==> src/rtl/scoreboard_ctrl_pkg.sv <==
// Shared types and defaults for the measurement-run scoreboard controller.
// Holds the FSM encoding, default widths/timeout and the drain-timer width helper.
package scoreboard_ctrl_pkg;

  typedef enum logic [1:0] {
    S_IDLE  = 2'd0,
    S_RUN   = 2'd1,
    S_DRAIN = 2'd2,
    S_DONE  = 2'd3
  } state_t;

  localparam int DEF_LEN_W  = 24;
  localparam int DEF_ERR_W  = 16;
  localparam int DEF_TO_CYC = 64;

  // The drain timer counts 0 .. to_cyc-2, so $clog2(to_cyc) bits suffice.
  function automatic int timer_width(input int to_cyc);
    return (to_cyc <= 2) ? 1 : $clog2(to_cyc);
  endfunction

  localparam int DEF_TIMER_W = timer_width(DEF_TO_CYC);

endpackage

==> src/rtl/scoreboard_ctrl_sat_counter.sv <==
// Saturating up-counter with synchronous clear; holds once it reaches limit.
// Used for issued, received and mismatch counts.
module sat_counter #(
  parameter int W = 8
) (
  input  logic         clk,
  input  logic         reset_n,
  input  logic         clr,
  input  logic         inc,
  input  logic [W-1:0] limit,
  output logic [W-1:0] count
);

  always_ff @(posedge clk or negedge reset_n) begin
    if (!reset_n) begin
      count <= '0;
    end else if (clr) begin
      count <= '0;
    end else if (inc && (count != limit)) begin
      count <= count + W'(1);
    end
  end

endmodule

==> src/rtl/scoreboard_ctrl.sv <==
// Measurement-run controller: issues i_len samples, collects results and
// mismatches, then finishes on full receipt, drain timeout or abort.
module scoreboard_ctrl
  import scoreboard_ctrl_pkg::*;
#(
  parameter int LEN_W  = DEF_LEN_W,
  parameter int ERR_W  = DEF_ERR_W,
  parameter int TO_CYC = DEF_TO_CYC
) (
  input  logic             clk,
  input  logic             reset_n,
  input  logic             i_start,
  input  logic             i_abort,
  input  logic [LEN_W-1:0] i_len,
  input  logic             i_result_valid,
  input  logic             i_mismatch,
  output logic             o_issue,
  output logic             o_busy,
  output logic             o_done,
  output logic             o_timeout,
  output logic             o_aborted,
  output logic [LEN_W-1:0] o_issued,
  output logic [LEN_W-1:0] o_received,
  output logic [ERR_W-1:0] o_err_ctr,
  output state_t           o_state
);

  localparam int TW = timer_width(TO_CYC);

  state_t           state, state_d;
  logic [LEN_W-1:0] len_q;
  logic [TW-1:0]    timer;
  logic             timeout_q, aborted_q;
  logic             busy, start_ok, abort_ev, to_ev;
  logic             rcv_acc, err_acc, rcv_last;

  // Handshake: i_result_valid is a single-cycle strobe with no back-pressure;
  // i_mismatch is meaningful only in a cycle where i_result_valid is high.
  assign busy     = (state == S_RUN) || (state == S_DRAIN);
  assign start_ok = (state == S_IDLE) && i_start;
  assign rcv_acc  = busy && i_result_valid;
  assign err_acc  = rcv_acc && i_mismatch && (o_received != len_q);
  // True when the received count is (or becomes, this cycle) the full length.
  assign rcv_last = (o_received == len_q) ||
                    (rcv_acc && (o_received == len_q - LEN_W'(1)));

  always_ff @(posedge clk or negedge reset_n) begin
    if (!reset_n) state <= S_IDLE;
    else          state <= state_d;
  end

  always_comb begin
    state_d  = state;
    abort_ev = 1'b0;
    to_ev    = 1'b0;
    case (state)
      S_IDLE: begin
        if (i_start) state_d = (i_len == '0) ? S_DONE : S_RUN;
      end
      S_RUN: begin
        if (i_abort) begin
          state_d  = S_IDLE;
          abort_ev = 1'b1;
        end else if (o_issued == len_q - LEN_W'(1)) begin
          state_d = S_DRAIN;
        end
      end
      S_DRAIN: begin
        if (i_abort) begin
          state_d  = S_IDLE;
          abort_ev = 1'b1;
        end else if (rcv_last) begin
          state_d = S_DONE;
        end else if (!i_result_valid && (timer == TW'(TO_CYC - 2))) begin
          state_d = S_DONE;
          to_ev   = 1'b1;
        end
      end
      S_DONE: state_d = S_IDLE;
      default: state_d = S_IDLE;
    endcase
  end

  always_comb begin
    o_issue = (state == S_RUN);
    o_busy  = busy;
    o_done  = (state == S_DONE);
    o_state = state;
  end

  always_ff @(posedge clk or negedge reset_n) begin
    if (!reset_n)      len_q <= '0;
    else if (start_ok) len_q <= i_len;
  end

  // Quiet-cycle timer: the timeout lands TO_CYC edges after the last result
  // (or after the final issue when nothing arrives in DRAIN). Needs TO_CYC >= 2.
  always_ff @(posedge clk or negedge reset_n) begin
    if (!reset_n) begin
      timer <= '0;
    end else if ((state != S_DRAIN) || i_result_valid) begin
      timer <= '0;
    end else if (timer != TW'(TO_CYC - 2)) begin
      timer <= timer + TW'(1);
    end
  end

  always_ff @(posedge clk or negedge reset_n) begin
    if (!reset_n) begin
      timeout_q <= 1'b0;
      aborted_q <= 1'b0;
    end else if (start_ok) begin
      timeout_q <= 1'b0;
      aborted_q <= 1'b0;
    end else begin
      if (abort_ev) aborted_q <= 1'b1;
      if (to_ev)    timeout_q <= 1'b1;
    end
  end

  assign o_timeout = timeout_q;
  assign o_aborted = aborted_q;

  sat_counter #(.W(LEN_W)) u_issued (
    .clk     (clk),
    .reset_n (reset_n),
    .clr     (start_ok),
    .inc     (state == S_RUN),
    .limit   (len_q),
    .count   (o_issued)
  );

  sat_counter #(.W(LEN_W)) u_received (
    .clk     (clk),
    .reset_n (reset_n),
    .clr     (start_ok),
    .inc     (rcv_acc),
    .limit   (len_q),
    .count   (o_received)
  );

  sat_counter #(.W(ERR_W)) u_err (
    .clk     (clk),
    .reset_n (reset_n),
    .clr     (start_ok),
    .inc     (err_acc),
    .limit   ({ERR_W{1'b1}}),
    .count   (o_err_ctr)
  );

endmodule
==> config.mk <==
export PLATFORM = sky130hd
export DESIGN_NAME = scoreboard_ctrl
export DESIGN_NICKNAME = d
export VERILOG_FILES = /design/src/rtl/scoreboard_ctrl_pkg.sv /design/src/rtl/scoreboard_ctrl_sat_counter.sv /design/src/rtl/scoreboard_ctrl.sv
export SDC_FILE = /design/constraint.sdc
export NUM_CORES = 1
export LEC_CHECK = 0
export ABC_AREA = 1
export BUFFER_PORTS_ARGS = -buffer_cell sky130_fd_sc_hd__clkbuf_2
export CELL_PAD_IN_SITES_DETAIL_PLACEMENT = 0
export CELL_PAD_IN_SITES_GLOBAL_PLACEMENT = 1
export CORE_ASPECT_RATIO = 0.6
export CORE_MARGIN = 2
export CORE_UTILIZATION = 42
export DETAILED_ROUTE_END_ITERATION = 8
export PLACE_DENSITY = 0.83
export SETUP_SLACK_MARGIN = 0.5
export SLEW_MARGIN = 10
export SYNTH_ARGS = -nofsm -noshare
export SYNTH_HDL_FRONTEND = slang
export SYNTH_HIERARCHICAL = 1
export SYNTH_SLANG_ARGS = --single-unit
==> constraint.sdc <==
create_clock -name clk -period 2.8 [get_ports clk]
set_input_delay 0.56 -clock clk [delete_from_list [all_inputs] [get_ports clk]]
set_output_delay 0.56 -clock clk [all_outputs]
set_load 0.1 [all_outputs]
==> impl_results.md, run 1 <==
- Sink Count: 98
- Fmax: 432 MHz
- Hold WS: 0.133 ns
- Tmin final: 2.31 ns
- Root Driver: clkbuf_16
- 1st-iter DRT viols: 1,009
- Maximum capacitance violations: 0
- CTS tree: built
- Final ANT Viol Nets: 0
- CP dominant cell by count: nand2_1
- Initial Util: 42.6%
- Total track usage: 26.8%
- Worst EP required: 3.06 ns
- Cell Rows: 42
- Hold buffer count at CTS: 0
- Area delta synth->final: 16.1%
- Vias per inst: 5.04
- DP Wirelength: 23,300 µm
- Max VDD drop: 0.928 mV
- Share of layout cells above drive strength 1: 17.0%
- DRT Pass-1 Iters: 5
- Syn_area_per_cell: 6.02 µm²
- Crit. End Element: register
- Die area: 23,400 µm²
- Fin crit share: 82.6%
- PD cells: 786 nW/µm²
- Relative slew slack: 50.7%
- Status: complete, no violations
- Netlist cell types: 42
- Commonest non-fill, non-tap cell in the layout: nand2_1
- Tightest Hold Check Type: input port to asynchronous set/reset pin
- CP arrival: 2.58 ns
- Via count: 9,945
- LEAKAGE: 0.00607 µW
- First-pass GRT wire length: 48,900 µm
- Worst Path Buf+Inv: 2
- Fill count: 2,313
- PnR Total Power: 8510 µW
- TNS Setup: 0 ns
- Core footprint: 21,900 µm²
- I/O pin count: 101
- Worst Skew: 0.00962 ns
- Slowest-stage cell, CP: dfrtp_2
- Max Root-Sink Buffers: 2
- H-tree Lvls: 3
- Syn Inst Count: 1,548
- # DRC: 0
- Max-slew violation count: 0
- Die Span Y: 119 µm
- Most frequent cells in the layout: 552 x nand2_1, 217 x inv_1, 164 x nor2_1
- Final Hold Viols: 0
- Number of synthesized flops with an enable pin: 0
- N_diodes: 0
- DRT Wirelength: 30,400 µm
- I/O Buffers: 100
- Critical path peak fanout: 7
- CTS Buf Count: 9
- Sequential area share after synthesis: 26.3%
- Delay-heaviest family, CP: simple AND/OR/NAND/NOR gates
- Number of global-route vias before repair: 8,559
- Initial antenna violation count: 0
- Seq cells post-synth: 98
- Setup violations, final: 0
- Kind of critical path: register to register
- Avg WL per Cell: 15.4 µm
- Cell Area, Synth: 9330 µm²
- Worst-skew pair later-pin latency: 0.37 ns
- Ys flop type: dfrtp_1
- Slew at the pin closest to its max-slew limit: 0.738 ns
- Synthesis Warnings: 6
- RSZ-0062 raised after global routing: yes
- Ys async rst share: 100%
- RePlAce Congestion: 0.940
- Slowest stage delay, CP: 0.46 ns
- Largest net degree at the start of global routing: 48
- Nets: 1,726
- Cell Chain, Critical Path: inv_2 > ha_4 > nand2_8 > nor2_4 > nand3_2 > buf_6 > nand2_1 > nand2_1 > nor2_1 > nand2_1 > nor2_1 > nand2_2 > nand3_2 > nand3_2 > nand2_1 > nand2_1
- Die extent in x: 196 µm
- Grt total ovfl: 0
- Type of origin of the critical path: register
- Worst-path clk slew: 0.07 ns
[worst register-to-register path, cell delays in order (launching register included)]
cell and delay, ns:
dfrtp_2 0.46, inv_2 0.10, ha_4 0.19, nand2_8 0.08, nor2_4 0.27, nand3_2 0.17
buf_6 0.14, nand2_1 0.06, nand2_1 0.05, nor2_1 0.08, nand2_1 0.07, nor2_1 0.11
nand2_2 0.12, nand3_2 0.12, nand3_2 0.08, nand2_1 0.06, nand2_1 0.05
[cells by family (layout without fill, tap and decap cells)]
group,Yosys count,count (layout),share of synthesized area [%]
and+or+nand+nor,1010,1010,48.4
buffers and inverters,293,404,12.9
DFF,98,98,26.3
xor gates and xnor gates,81,81,7.77
AOI/OAI and AO/OA,54,54,3.09
adders and majority gates,11,11,1.48
other,1,31,0.0402
[cell type report]
type | instances | area, µm² | area share (%)
multi-input combinational | 1187 | 5900 | 54.5
tap | 286 | 358 | 3.30
sequential | 98 | 2500 | 23.1
inverter | 240 | 908 | 8.39
clock inverter | 2 | 16.3 | 0.150
clock buffer | 13 | 250 | 2.31
timing repair buffer | 149 | 898 | 8.30
[per-stage QoR]
step	instances	cell area, µm²	setup slack [ns]	util (%)
2_1_floorplan	1578	9490	0.505	-
3_3_place_gp	1929	10200	0.295	46.5
3_5_place_dp	1929	10200	0.215	46.5
4_1_cts	1955	10600	0.514	48.3
5_1_grt	1975	10800	0.343	49.4
6_report	1975	10800	0.487	49.4
[path summary, 6_finish.rpt]
check                           slack, ns  cells past startpoint                         endpoint                  from
max in group asynchronous            1.85                      2            len_q[15]$_DFFE_PN0P_               reset_n
worst max register to register       0.49                     16           o_state[0]$_DFFE_PN0P_  len_q[1]$_DFFE_PN0P_
min in group clk                     0.42                      3            len_q[18]$_DFFE_PN0P_             i_len[18]
worst min-delay path                 0.13                      1  u_received/count[1]$_DFFE_PN0P_               reset_n
worst max-delay path                 0.49                     16           o_state[0]$_DFFE_PN0P_  len_q[1]$_DFFE_PN0P_
worst min register to register       0.46                      1             timer[3]$_DFFE_PN0P_  timer[3]$_DFFE_PN0P_
[flip-flops by register name (all words and copies together) (netlist names)]
register / count
len_q: 24
o_aborted: 1
u_err/count: 16
u_received/count: 24
o_timeout: 1
o_state: 2
timer: 6
u_issued/count: 24
[what timing repair did]
action	in CTS	in global routing
pin swaps	5	15
endpoints found under the setup margin	3	18
buffers inserted	11	20
resized for setup	19	29
[cell usage after synthesis, drive strengths merged, types with 2 or more instances]
library cell / n / area (µm²)
clkbuf: 15 / 56.3
dfrtp: 98 / 2450
a21oi: 8 / 40.0
nand4: 86 / 538
buf: 38 / 245
xor2: 57 / 499
ha: 11 / 138
o21ai: 39 / 195
nand2: 564 / 2180
nor3: 6 / 30.0
nor2: 202 / 891
nand3: 137 / 768
inv: 238 / 893
and2: 4 / 25.0
nand3b: 9 / 67.6
xnor2: 23 / 201
clkinv: 2 / 7.51
[layer usage]
metal / vias up / global-route usage, % / wire, µm / part of all wire (%)
li1: 5037 / - / - / -
met1: 4532 / 45.2 / 16300 / 54
met2: 361 / 33.1 / 11000 / 36
met3: 15 / 6.46 / 2850 / 9.4
met4: 0 / 4.36 / 201 / 0.66
met5: - / 0 / 0 / 0
[power breakdown]
group / switching (µW) / total (µW) / internal (µW)
Clock: 575 / 1200 / 626
Combinational: 3400 / 4980 / 1580
Sequential: 649 / 2330 / 1680
Total: 4620 / 8510 / 3890
No activity file was read; power rests on OpenSTA's default activity.
==> inputs of run 2 (changes only) <==
ABC_AREA = 0   (was 1)
CORE_UTILIZATION = 45   (was 42)
PLACE_DENSITY = 0.82   (was 0.83)
clock period = 2.2 ns   (was 2.8 ns; I/O delays follow)
==> run 2 against run 1 <==
  * The run now ends with setup timing left
  * Flip-flop and latch count unchanged
  * First-iteration DRC count decreased by 5.6%
  * Sequential power increased by 9.4%
  * Setup slack got worse by 1.3 ns
  * Core utilization increased by 25 points
  * Largest power group unchanged
==> impl_results.md, run 2 <==
- Max Root-Sink Buffers: 2 (unchanged)
- R2R Setup Slk: -0.77 ns (-1.25 ns)
- Worst-path clk slew: 0.07 ns (about the same)
- Die extent in x: 171 µm (-13%)
- Avg WL per Cell: 21.1 µm (+37%)
- Core footprint: 16,300 µm² (-26%)
- Maximum capacitance violations: 0 (unchanged)
- DRT Pass-1 Iters: 5 (unchanged)
- Reg2Reg Launch Point: len_q[1]$_DFFE_PN0P_
- 1st-iter DRT viols: 953 (-5.6%)
- Commonest non-fill, non-tap cell in the layout: buf_4
- PD cells: 1060 nW/µm² (+35%)
- First-pass GRT wire length: 44,200 µm (-9.6%)
- Cell Area, Synth: 7500 µm² (-20%)
- Slew at the pin closest to its max-slew limit: 0.616 ns (-0.123 ns)
- PnR Total Power: 12,900 µW (+51%)
- Final ANT Viol Nets: 0 (unchanged)
- Hold Crit Depth: 2
- Share of layout cells above drive strength 1: 53.0% (+36 points)
- Most frequent cells in the layout: 191 x buf_4, 70 x xor2_1, 64 x xnor2_1
- Kind of critical path: register to register
- RePlAce Congestion: 0.988 (+5.1%)
- Tightest Hold Check Type: input port to register
- Fin crit share: 135% (+52 points)
- LEAKAGE: 0.00507 µW (-16%)
- N_diodes: 0 (unchanged)
- I/O pin count: 101 (unchanged)
- Top-area cell type share of the netlist area: 32.7% (+6.4 points)
- # DRC: 0 (unchanged)
- Worst Skew: 0.00666 ns (-0.00296 ns)
- R2R cell count: 10 (-6)
- Total track usage: 32.4% (+5.5 points)
- Largest registers: len_q (24), u_issued/count (24), u_received/count (24)
- Post-layout util: 74.9% (+25 points)
- Capture point of the worst reg-to-reg path: o_state[0]$_DFFE_PN0P_
- CTS tree: built
- Top-count cell post-synth: dfrtp_1
- Setup violations, final: 65 (+65)
- RSZ-0062 raised after global routing: yes
- Nets: 1,208 (-30%)
- Sequential area share after synthesis: 32.7% (+6.4 points)
- Area delta synth->final: 62.3%
- Type of origin of the critical path: register
- Die Span Y: 104 µm (-13%)
- H-tree Lvls: 3 (unchanged)
- Fmax: 337 MHz (-22%)
- Largest net degree at the start of global routing: 43 (-10%)
- Worst EP required: 2.47 ns (-0.59 ns)
- Worst-skew pair later-pin latency: 0.36 ns (about the same)
- Most frequent cells after synthesis: 98 x dfrtp_1, 84 x xor2_1, 70 x xnor2_1
- Tmin final: 2.97 ns (+0.655 ns)
- Root Driver: clkbuf_16
- DP Wirelength: 20,000 µm (-14%)
- Seq cells post-synth: 98 (unchanged)
- CTS Buf Count: 9 (unchanged)
- PnR worst setup slack: -0.767 ns (-1.25 ns)
- Sink Count: 98 (unchanged)
- Initial Util: 46.1% (+3.6 points)
- Grt total ovfl: 0 (unchanged)
- Netlist cell types: 63 (+50%)
- Max-slew violation count: 0 (unchanged)
- Crit. End Element: register
- Syn_area_per_cell: 9.09 µm² (+51%)
- Cell Rows: 36 (-14%)
- CP arrival: 3.24 ns (+0.66 ns)
- Status: finished with violations
- Vias per inst: 5.87 (+17%)
- Syn Inst Count: 825 (-47%)
- Ranking of synthesized cells by area: dfrtp_1 33%, xor2_1 9.8%, xnor2_1 8.2%
- TNS Setup: -16.31 ns (-16.31 ns)
- Number of synthesized flops with an enable pin: 0 (unchanged)
- Leading area contributor after synthesis: dfrtp_1
- Fill count: 1,103 (-52%)
- Number of global-route vias before repair: 7,806 (-8.8%)
- Via count: 8,221 (-17%)
- Failing checks: setup timing
- DRT Wirelength: 29,600 µm (-2.8%)
- Max VDD drop: 0.678 mV (-27%)
- Hold_sp: i_len[14]
- Ys flop type: dfrtp_1
- WHS Endpoint: len_q[14]$_DFFE_PN0P_
- Initial antenna violation count: 0 (unchanged)
- Ys async rst share: 100% (unchanged)
- I/O Buffers: 100 (unchanged)
- Final Hold Viols: 0 (unchanged)
- Critical path peak fanout: 5 (-2)
- Synthesis Warnings: 6 (unchanged)
- Relative slew slack: 58.8% (+8.1 points)
- Die area: 17,700 µm² (-24%)
run 2: changes by cell type after synthesis, sizes merged, moves of 34 or more:
cell and delta:
nor4 +43, inv -222, nand3 -112, nand4 -48, nand2 -522, mux2 +34, xnor2 +47, nor2 -137
run 2: final cells by class:
cell class	instances	area (µm²)	share of cell area, %
inverters	16	65.1	0.534
well taps	228	285	2.34
repair buffers	352	3150	25.9
clock buffers	10	229	1.88
flip-flops and latches	98	2580	21.2
multi-input cells	690	5800	47.6
clock inverters	6	66.3	0.545
run 2: worst max-delay path: stages, from the launching register on:
cell	delay, ns
dfrtp_2	0.41
inv_2	0.08
ha_4	0.16
or4b_4	0.53
nor3_4	0.14
xor2_1	0.21
nand4_1	0.15
or4_4	0.55
o41ai_4	0.26
o21ai_2	0.17
mux2i_1	0.21
run 2: report_power, final:
part	switching, µW	leakage [µW]	internal, µW
logic	4870	0.00374	3810
clock network	779	0.000147	889
registers	385	0.00119	2170
total	6030	0.00507	6870
run 2: cells by family (layout without fill, tap and decap cells):
kind of cell / Yosys count / count (layout) / share of synthesized area (%)
AOI/OAI and AO/OA: 125 / 126 / 10.5
xor gates and xnor gates: 154 / 154 / 18.0
adders and majority gates: 11 / 11 / 1.84
buffers and inverters: 53 / 384 / 3.47
DFF: 98 / 98 / 32.7
muxes: 43 / 43 / 6.31
other: 1 / 16 / 0.0500
and+or+nand+nor: 340 / 340 / 27.1
run 2: per-layer routing:
layer,wire length [µm],part of all wire [%],vias to the layer above,global-route usage [%]
met5,0,0,-,0
met4,465,1.6,0,6.41
met3,3200,11,57,9.36
met2,12600,43,459,45.9
met1,13200,45,4048,48.7
li1,-,-,3657,-
run 2: worst max-delay path by stage:
stage | start | to | cells after the start
after floorplan | o_state[0]$_DFFE_PN0P_ | o_state[0]$_DFFE_PN0P_ | 9
after global placement | len_q[1]$_DFFE_PN0P_ | o_state[0]$_DFFE_PN0P_ | 10
after detailed placement | len_q[1]$_DFFE_PN0P_ | o_state[0]$_DFFE_PN0P_ | 10
after CTS | len_q[1]$_DFFE_PN0P_ | o_state[0]$_DFFE_PN0P_ | 10
after global routing | len_q[1]$_DFFE_PN0P_ | o_state[0]$_DFFE_PN0P_ | 10
final | len_q[1]$_DFFE_PN0P_ | o_state[0]$_DFFE_PN0P_ | 10
run 2: stage by stage:
step / instance area (µm²) / cells / setup slack (ns) / hold WS [ns]
after detailed placement: 9940 / 1323 / -0.704 / 0.325
final: 12200 / 1400 / -0.767 / 0.325
after global placement: 9940 / 1323 / -0.557 / 0.323
after floorplan: 7870 / 840 / -0.526 / 0.144
after CTS: 11700 / 1383 / -0.675 / 0.318
after global routing: 12200 / 1400 / -0.788 / 0.336
run 2: timing repair:
| item | CTS | global route |
|---|---|---|
| hold buffers | 1 | 0 |
| gates cloned | 3 | 0 |
| pin swaps | 75 | 44 |
| buffers inserted | 40 | 17 |
| setup endpoints to repair | 133 | 85 |
| resized for setup | 234 | 89 |
| endpoints found under the hold margin | 14 | 0 |
